File: config.mk
export PLATFORM = sky130hd
export DESIGN_NAME = mmio_pwm_led
export DESIGN_NICKNAME = d
export VERILOG_FILES = /design/src/rtl/mmio_pwm_led_pkg.sv /design/src/rtl/mmio_pwm_led_pwm_channel.sv /design/src/rtl/mmio_pwm_led.sv
export SDC_FILE = /design/constraint.sdc
export NUM_CORES = 1
export LEC_CHECK = 0
export BUFFER_PORTS_ARGS = -buffer_cell sky130_fd_sc_hd__buf_2
export CAP_MARGIN = 20
export CORE_UTILIZATION = 60
export CTS_CLUSTER_DIAMETER = 150
export DETAILED_ROUTE_END_ITERATION = 8
export GPL_ROUTABILITY_DRIVEN = 0
export PLACE_DENSITY = 0.78
export SLEW_MARGIN = 20
export SYNTH_ARGS = -nofsm -noshare
export SYNTH_HDL_FRONTEND = slang
export SYNTH_SLANG_ARGS = --single-unit
File: constraint.sdc
create_clock -name i_clk -period 5.09 [get_ports i_clk]
set_input_delay 0.2545 -clock i_clk [delete_from_list [all_inputs] [get_ports i_clk]]
set_output_delay 0.2545 -clock i_clk [all_outputs]
set_load 0.005 [all_outputs]
File: src/rtl/mmio_pwm_led_pkg.sv
// Shared definitions for the memory-mapped PWM LED peripheral:
// register word indices, CTRL/STATUS bit positions and the CTRL struct.
package mmio_pwm_led_pkg;

    localparam logic [2:0] REG_CTRL     = 3'd0;
    localparam logic [2:0] REG_PRESCALE = 3'd1;
    localparam logic [2:0] REG_PERIOD   = 3'd2;
    localparam logic [2:0] REG_DUTY_LED = 3'd3;
    localparam logic [2:0] REG_DUTY_R   = 3'd4;
    localparam logic [2:0] REG_DUTY_G   = 3'd5;
    localparam logic [2:0] REG_DUTY_B   = 3'd6;
    localparam logic [2:0] REG_STATUS   = 3'd7;

    localparam int CTRL_ENABLE    = 0;
    localparam int CTRL_LED_EN    = 1;
    localparam int CTRL_RGB_EN    = 2;
    localparam int CTRL_IRQ_EN    = 3;

    localparam int STATUS_WRAP    = 0;
    localparam int STATUS_PENDING = 1;

    // Channel order: LED, R, G, B
    localparam int NUM_CH = 4;

    typedef struct packed {
        logic irq_en;
        logic rgb_en;
        logic led_en;
        logic enable;
    } ctrl_t;

    function automatic ctrl_t ctrl_from_word(input logic [31:0] w);
        ctrl_t c;
        c.enable = w[CTRL_ENABLE];
        c.led_en = w[CTRL_LED_EN];
        c.rgb_en = w[CTRL_RGB_EN];
        c.irq_en = w[CTRL_IRQ_EN];
        return c;
    endfunction

    function automatic logic [31:0] ctrl_to_word(input ctrl_t c);
        logic [31:0] w;
        w = '0;
        w[CTRL_ENABLE] = c.enable;
        w[CTRL_LED_EN] = c.led_en;
        w[CTRL_RGB_EN] = c.rgb_en;
        w[CTRL_IRQ_EN] = c.irq_en;
        return w;
    endfunction

endpackage

File: src/rtl/mmio_pwm_led_pwm_channel.sv
// One PWM channel: active duty register that reloads from the shadow
// copy on request, a compare against the shared period counter and a
// registered, polarity-adjusted output pin.
module mmio_pwm_led_pwm_channel #(
    parameter int PWM_W      = 8,
    parameter bit ACTIVE_LOW = 1'b0
) (
    input  logic             i_clk,
    input  logic             i_rst_n,
    input  logic             i_load,
    input  logic             i_en,
    input  logic [PWM_W-1:0] i_shadow,
    input  logic [PWM_W-1:0] i_cnt,
    output logic [PWM_W-1:0] o_duty,
    output logic             o_pin
);

    logic [PWM_W-1:0] r_duty;
    logic             r_pin;
    logic             w_on;

    // A duty of 0 never beats the counter; a duty above PERIOD always does.
    assign w_on = i_en & (i_cnt < r_duty);

    // Active duty reload and registered pin; idle level is the unlit level.
    always_ff @(posedge i_clk or negedge i_rst_n) begin
        if (!i_rst_n) begin
            r_duty <= '0;
            r_pin  <= ACTIVE_LOW;
        end else begin
            if (i_load) begin
                r_duty <= i_shadow;
            end
            r_pin <= w_on ^ ACTIVE_LOW;
        end
    end

    assign o_duty = r_duty;
    assign o_pin  = r_pin;

endmodule

File: src/rtl/mmio_pwm_led.sv
// Memory-mapped PWM peripheral: register file with bus decode, prescaler,
// period counter and four double-buffered PWM channels (LED, R, G, B).
module mmio_pwm_led
    import mmio_pwm_led_pkg::*;
#(
    parameter int PWM_W          = 8,
    parameter int PRESC_W        = 16,
    parameter bit RGB_ACTIVE_LOW = 1'b1
) (
    input  logic        i_clk,
    input  logic        i_rst_n,
    input  logic        i_sel,
    input  logic        i_we,
    input  logic [4:0]  i_addr,
    input  logic [31:0] i_wdata,
    output logic [31:0] o_rdata,
    output logic        o_rvalid,
    output logic        o_irq,
    output logic        o_led,
    output logic        o_rgb_r,
    output logic        o_rgb_g,
    output logic        o_rgb_b
);

    ctrl_t              r_ctrl;
    logic [PRESC_W-1:0] r_presc;
    logic [PRESC_W-1:0] r_presc_cnt;
    logic [PWM_W-1:0]   r_period;
    logic [PWM_W-1:0]   r_pwm_cnt;
    logic [PWM_W-1:0]   r_shadow [NUM_CH];
    logic               r_wrap;
    logic [31:0]        r_rdata;
    logic               r_rvalid;

    logic [2:0]         w_idx;
    logic               w_wr;
    logic               w_rd;
    logic               w_tick;
    logic               w_wrap;
    logic               w_load;
    logic               w_led_on;
    logic               w_rgb_on;
    logic               w_pending;
    logic [PWM_W-1:0]   w_shadow_nxt [NUM_CH];
    logic [PWM_W-1:0]   w_duty_act [NUM_CH];
    logic [NUM_CH-1:0]  w_pin;
    logic [31:0]        w_rd_val;
    logic               w_unused;

    assign w_idx    = i_addr[4:2];
    assign w_wr     = i_sel & i_we;
    assign w_rd     = i_sel & ~i_we;
    assign w_unused = ^{i_addr[1:0], i_wdata};

    assign w_tick   = r_ctrl.enable & (r_presc_cnt == r_presc);
    // >= so that shrinking PERIOD below the live count wraps on the next tick
    assign w_wrap   = w_tick & (r_pwm_cnt >= r_period);
    // While disabled the active duties follow the shadows every cycle
    assign w_load   = w_wrap | ~r_ctrl.enable;
    assign w_led_on = r_ctrl.enable & r_ctrl.led_en;
    assign w_rgb_on = r_ctrl.enable & r_ctrl.rgb_en;

    // Next shadow values, so a duty written in the wrap cycle is loaded at once.
    always_comb begin
        for (int i = 0; i < NUM_CH; i++) begin
            w_shadow_nxt[i] = r_shadow[i];
        end
        if (w_wr) begin
            case (w_idx)
                REG_DUTY_LED: w_shadow_nxt[0] = i_wdata[PWM_W-1:0];
                REG_DUTY_R:   w_shadow_nxt[1] = i_wdata[PWM_W-1:0];
                REG_DUTY_G:   w_shadow_nxt[2] = i_wdata[PWM_W-1:0];
                REG_DUTY_B:   w_shadow_nxt[3] = i_wdata[PWM_W-1:0];
                default: ;
            endcase
        end
    end

    // Any shadow that has not yet reached its active copy.
    always_comb begin
        w_pending = 1'b0;
        for (int i = 0; i < NUM_CH; i++) begin
            if (r_shadow[i] != w_duty_act[i]) begin
                w_pending = 1'b1;
            end
        end
    end

    // Register writes and the sticky wrap flag (a wrap beats a same-cycle W1C).
    always_ff @(posedge i_clk or negedge i_rst_n) begin
        if (!i_rst_n) begin
            r_ctrl   <= '0;
            r_presc  <= '0;
            r_period <= '1;
            r_wrap   <= 1'b0;
            for (int i = 0; i < NUM_CH; i++) begin
                r_shadow[i] <= '0;
            end
        end else begin
            if (w_wr) begin
                case (w_idx)
                    REG_CTRL:     r_ctrl   <= ctrl_from_word(i_wdata);
                    REG_PRESCALE: r_presc  <= i_wdata[PRESC_W-1:0];
                    REG_PERIOD:   r_period <= i_wdata[PWM_W-1:0];
                    default: ;
                endcase
            end
            for (int i = 0; i < NUM_CH; i++) begin
                r_shadow[i] <= w_shadow_nxt[i];
            end
            if (w_wrap) begin
                r_wrap <= 1'b1;
            end else if (w_wr && (w_idx == REG_STATUS) && i_wdata[STATUS_WRAP]) begin
                r_wrap <= 1'b0;
            end
        end
    end

    // Prescaler and period counter, both parked at 0 while disabled.
    always_ff @(posedge i_clk or negedge i_rst_n) begin
        if (!i_rst_n) begin
            r_presc_cnt <= '0;
            r_pwm_cnt   <= '0;
        end else if (!r_ctrl.enable) begin
            r_presc_cnt <= '0;
            r_pwm_cnt   <= '0;
        end else begin
            if (w_tick) begin
                r_presc_cnt <= '0;
            end else begin
                r_presc_cnt <= r_presc_cnt + 1'b1;
            end
            if (w_wrap) begin
                r_pwm_cnt <= '0;
            end else if (w_tick) begin
                r_pwm_cnt <= r_pwm_cnt + 1'b1;
            end
        end
    end

    // Read mux; unused bits read as zero.
    always_comb begin
        w_rd_val = '0;
        case (w_idx)
            REG_CTRL:     w_rd_val = ctrl_to_word(r_ctrl);
            REG_PRESCALE: w_rd_val[PRESC_W-1:0] = r_presc;
            REG_PERIOD:   w_rd_val[PWM_W-1:0]   = r_period;
            REG_DUTY_LED: w_rd_val[PWM_W-1:0]   = r_shadow[0];
            REG_DUTY_R:   w_rd_val[PWM_W-1:0]   = r_shadow[1];
            REG_DUTY_G:   w_rd_val[PWM_W-1:0]   = r_shadow[2];
            REG_DUTY_B:   w_rd_val[PWM_W-1:0]   = r_shadow[3];
            REG_STATUS: begin
                w_rd_val[STATUS_WRAP]    = r_wrap;
                w_rd_val[STATUS_PENDING] = w_pending;
            end
            default: ;
        endcase
    end

    // Registered read response; rdata holds between reads.
    always_ff @(posedge i_clk or negedge i_rst_n) begin
        if (!i_rst_n) begin
            r_rdata  <= '0;
            r_rvalid <= 1'b0;
        end else begin
            r_rvalid <= w_rd;
            if (w_rd) begin
                r_rdata <= w_rd_val;
            end
        end
    end

    for (genvar g = 0; g < NUM_CH; g++) begin : g_ch
        mmio_pwm_led_pwm_channel #(
            .PWM_W      (PWM_W),
            .ACTIVE_LOW ((g == 0) ? 1'b0 : RGB_ACTIVE_LOW)
        ) u_ch (
            .i_clk    (i_clk),
            .i_rst_n  (i_rst_n),
            .i_load   (w_load),
            .i_en     ((g == 0) ? w_led_on : w_rgb_on),
            .i_shadow (w_shadow_nxt[g]),
            .i_cnt    (r_pwm_cnt),
            .o_duty   (w_duty_act[g]),
            .o_pin    (w_pin[g])
        );
    end

    assign o_rdata  = r_rdata;
    assign o_rvalid = r_rvalid;
    assign o_irq    = r_wrap & r_ctrl.irq_en;
    assign o_led    = w_pin[0];
    assign o_rgb_r  = w_pin[1];
    assign o_rgb_g  = w_pin[2];
    assign o_rgb_b  = w_pin[3];

endmodule

==> results.sh <==
export IMPL_status="finished clean"
export IMPL_ys_seq_area_share_pct=46.1
export IMPL_ys_ff_latch=138
export IMPL_ff2ff_setup_slack_ns=1.92
export IMPL_synth_cell_types=57
export IMPL_r2r_end="g_ch[1].u_ch.o_duty[4]$_DFFE_PN0P_"
export IMPL_root_buffer="clkbuf_16"
export IMPL_reg2reg_from="r_pwm_cnt[6]$_DFFE_PN0P_"
export IMPL_ys_warn_count=0
export IMPL_skew_ns=0.0134
export IMPL_worstSetupStartpoint="r_pwm_cnt[6]$_DFFE_PN0P_"
export IMPL_cts_buffers=17
export IMPL_cp_max_fo=20
export IMPL_post_cts_resized=0
export IMPL_ant_nets=0
export IMPL_finalHoldViolCount=0
export IMPL_post_cts_buffers=0
export IMPL_dp_hpwl_um=12500
export IMPL_fp_dieW_um=114
export IMPL_grt_pass1_wl_um=28400
export IMPL_clockBufferDepth=2
export IMPL_insertion_delay_ns=0.43
export IMPL_worst_slew_margin_rel_pct=24.0
export IMPL_layout_nets=775
export IMPL_via_count=5248
export IMPL_place_area_um2=7790
export IMPL_p_int_w=0.00268
export IMPL_layout_cells_non_filler=874
export IMPL_ir_drop_mv=0.296
export IMPL_max_freq_mhz=316
export IMPL_hold_path_class="in -> reg"
export IMPL_avgViaCountPerCell=6.00
export IMPL_p_sw_w=0.00119
export IMPL_async_flop_share_pct=100
export IMPL_p_per_area_nw_per_um2=461
export IMPL_synthTopCellsByArea="dfrtp_1 (42%), mux2_2 (9.0%), ha_1 (6.3%), mux2_4 (5.2%), xnor2_1 (4.3%)"
export IMPL_ios=79
export IMPL_synth_top_cell_area_share_pct=42.3
export IMPL_drcViolationCount=0
export IMPL_grt_remaining_overflow=0
export IMPL_synth_top_cells_by_count="dfrtp_1 (127), mux2_2 (60), inv_1 (45), ha_1 (38), xnor2_1 (37)"
export IMPL_power_leakage_nw=3.98
export IMPL_syn_to_final_growth_pct=11.6
export IMPL_cts_tree="yes"
export IMPL_yosysMostFrequentCell="dfrtp_1"
export IMPL_slew_viol_final=0
export IMPL_drv_cap=0
export IMPL_synth_avg_cell_area_um2=11.6
export IMPL_io_buffers=44
export IMPL_rsz0062_at_grt="no"
export IMPL_drive_gt1_share_pct=26.5
export IMPL_sw_frac_of_total_pct=30.8
export IMPL_cts_sinks=138
export IMPL_antenna_found_initial=0
export IMPL_clkSlewWorstSetupHoldPaths_ns=0.06
export IMPL_totalWireLength_um=18000
export IMPL_cp_data_required_time_ns=5.40
export IMPL_worstPathArrival_ns=3.48
export IMPL_rr_worst_depth=6
export IMPL_path_class="reg -> reg"
export IMPL_die_y_um=114
export IMPL_dieArea_um2=13000
export IMPL_fin_crit_sh_pct=62.2
export IMPL_worst_pin_slew_ns=1.14
export IMPL_cp_end_kind="flop"
export IMPL_start_kind="flop"
export IMPL_seqPwrFrac_pct=42.2
export IMPL_grt_start_max_net_pins=95
export IMPL_setup_violations=0
export IMPL_dr_pass1_iters=4
export IMPL_design_area_um2=8390
export IMPL_antenna_cells=0
export IMPL_row_count=40
export IMPL_initial_core_util_pct=62.0
export IMPL_crit_end="g_ch[1].u_ch.o_duty[4]$_DFFE_PN0P_"
export IMPL_yosys_area_top_type="dfrtp_1"
export IMPL_nFillCells=894
export IMPL_dp_cells=844
export IMPL_combPwrFrac_pct=25.6
export IMPL_grt_pass1_vias=5357
export IMPL_htree_num_levels=4
export IMPL_synth_ff_type="dfrtp_1"
export IMPL_syn_cell_area_um2=7510
export IMPL_p_total_w=0.00387
export IMPL_clkPwrFrac_pct=32.2
export IMPL_setup_tns_ns=0
export IMPL_synth_edf_count=0
export IMPL_synthCells=648
export IMPL_first_iter_violations=430
export IMPL_period_minus_slack_ns=3.17
export IMPL_grt_usage_pct=29.8
export IMPL_coreArea_um2=12100
export IMPL_wl_per_cell_um=20.6
==> flip-flops by register name, summed over array words and instances, names as in the netlist, 4 cells and up <==
signal            flops
g_ch.u_ch.o_duty     32
o_rdata              16
r_period              8
r_presc_cnt          16
r_pwm_cnt             8
r_presc              16
r_shadow             32
g_ch.u_ch.o_pin       4
r_ctrl                4
==> stage by stage <==
| stage | hold slack, ns | setup slack (ns) | util [%] |
|---|---|---|---|
| floorplan | -0.0411 | 2.80 | - |
| global placement | 0.386 | 1.97 | 64.4 |
| detailed placement | 0.398 | 1.95 | 64.4 |
| CTS | 0.0505 | 1.92 | 69.2 |
| global route | 0.0522 | 1.83 | 69.3 |
| finish | 0.0596 | 1.92 | 69.3 |
==> kinds of logic (layout without fill, tap and decap cells) <==
group | after synthesis | in the layout | share of synthesized area (%)
adder cells (fa/ha/maj) | 38 | 38 | 6.33
flip-flops | 138 | 138 | 46.1
XOR/XNOR | 62 | 62 | 7.23
AND/OR/NAND/NOR | 138 | 138 | 9.91
multiplexers | 102 | 102 | 16.8
AO/OA/AOI/OAI | 89 | 89 | 8.11
buffers and inverters | 80 | 123 | 5.43
other | 1 | 16 | 0.0499
==> metal layers <==
metal | track usage (%) | part of all wire (%) | vias to the layer above | routed length, um
met2 | 48.5 | 49 | 184 | 8760
li1 | - | - | 2357 | -
met3 | 8.34 | 6.0 | 43 | 1070
met1 | 36.9 | 42 | 2664 | 7530
met5 | 0 | 0 | - | 0
met4 | 13.7 | 3.5 | 0 | 636
==> critical path: stages, from the launching register on <==
cell and delay [ns]:
dfrtp_1 0.51, ha_1 0.39, o2111ai_1 0.12, o311a_1 0.48, o21ai_4 0.71, buf_4 0.45, mux2_2 0.37
==> how the worst min path moves through the flow <==
stage,startpoint,to,cells past startpoint
after floorplan,i_rst_n,g_ch[0].u_ch.o_duty[0]$_DFFE_PN0P_,0
after global placement,i_rst_n,o_rdata[1]$_DFFE_PN0P_,1
after detailed placement,i_rst_n,o_rdata[1]$_DFFE_PN0P_,1
after CTS,i_wdata[13],r_presc[13]$_DFFE_PN0P_,2
after global routing,i_wdata[12],r_presc[12]$_DFFE_PN0P_,2
final,i_wdata[13],r_presc[13]$_DFFE_PN0P_,2
==> placed cells by master, fill, tap and decap left out, drive strengths merged, types with 8 or more instances in the layout <==
| cell | instances |
|---|---|
| a21o | 9 |
| a21oi | 10 |
| a22o | 8 |
| buf | 47 |
| clkbuf | 21 |
| conb | 16 |
| dfrtp | 127 |
| dfstp | 11 |
| ha | 38 |
| inv | 45 |
| mux2 | 86 |
| mux2i | 13 |
| nand2 | 28 |
| nand2b | 8 |
| nand3 | 13 |
| nand4 | 15 |
| nor2 | 33 |
| nor4 | 11 |
| o21ai | 30 |
| xnor2 | 37 |
| xor2 | 25 |
==> repair_timing <==
action	CTS	global route
endpoints found under the setup margin	0	0
hold endpoints to repair	82	0
hold buffers	1	0
==> cell type report <==
| cell class | instances | area (um^2) | area share [%] |
|---|---|---|---|
| Multi-Input combinational cell | 445 | 3700 | 44.1 |
| Inverter | 46 | 173 | 2.06 |
| Clock buffer | 21 | 460 | 5.49 |
| Tap cell | 168 | 210 | 2.51 |
| Sequential cell | 138 | 3470 | 41.3 |
| Timing Repair Buffer | 48 | 259 | 3.09 |
| Clock inverter | 8 | 121 | 1.45 |
==> power groups by stage <==
stage	clock network, W	logic [W]	registers [W]
2_1_floorplan	0	0.000759	0.00156
3_3_place_gp	0	0.000946	0.00162
3_5_place_dp	0	0.000975	0.00164
4_1_cts	0.00126	0.000991	0.00163
5_1_grt	0.00130	0.00108	0.00166
6_report	0.00125	0.000990	0.00163
No activity file was read; power rests on OpenSTA's default activity.
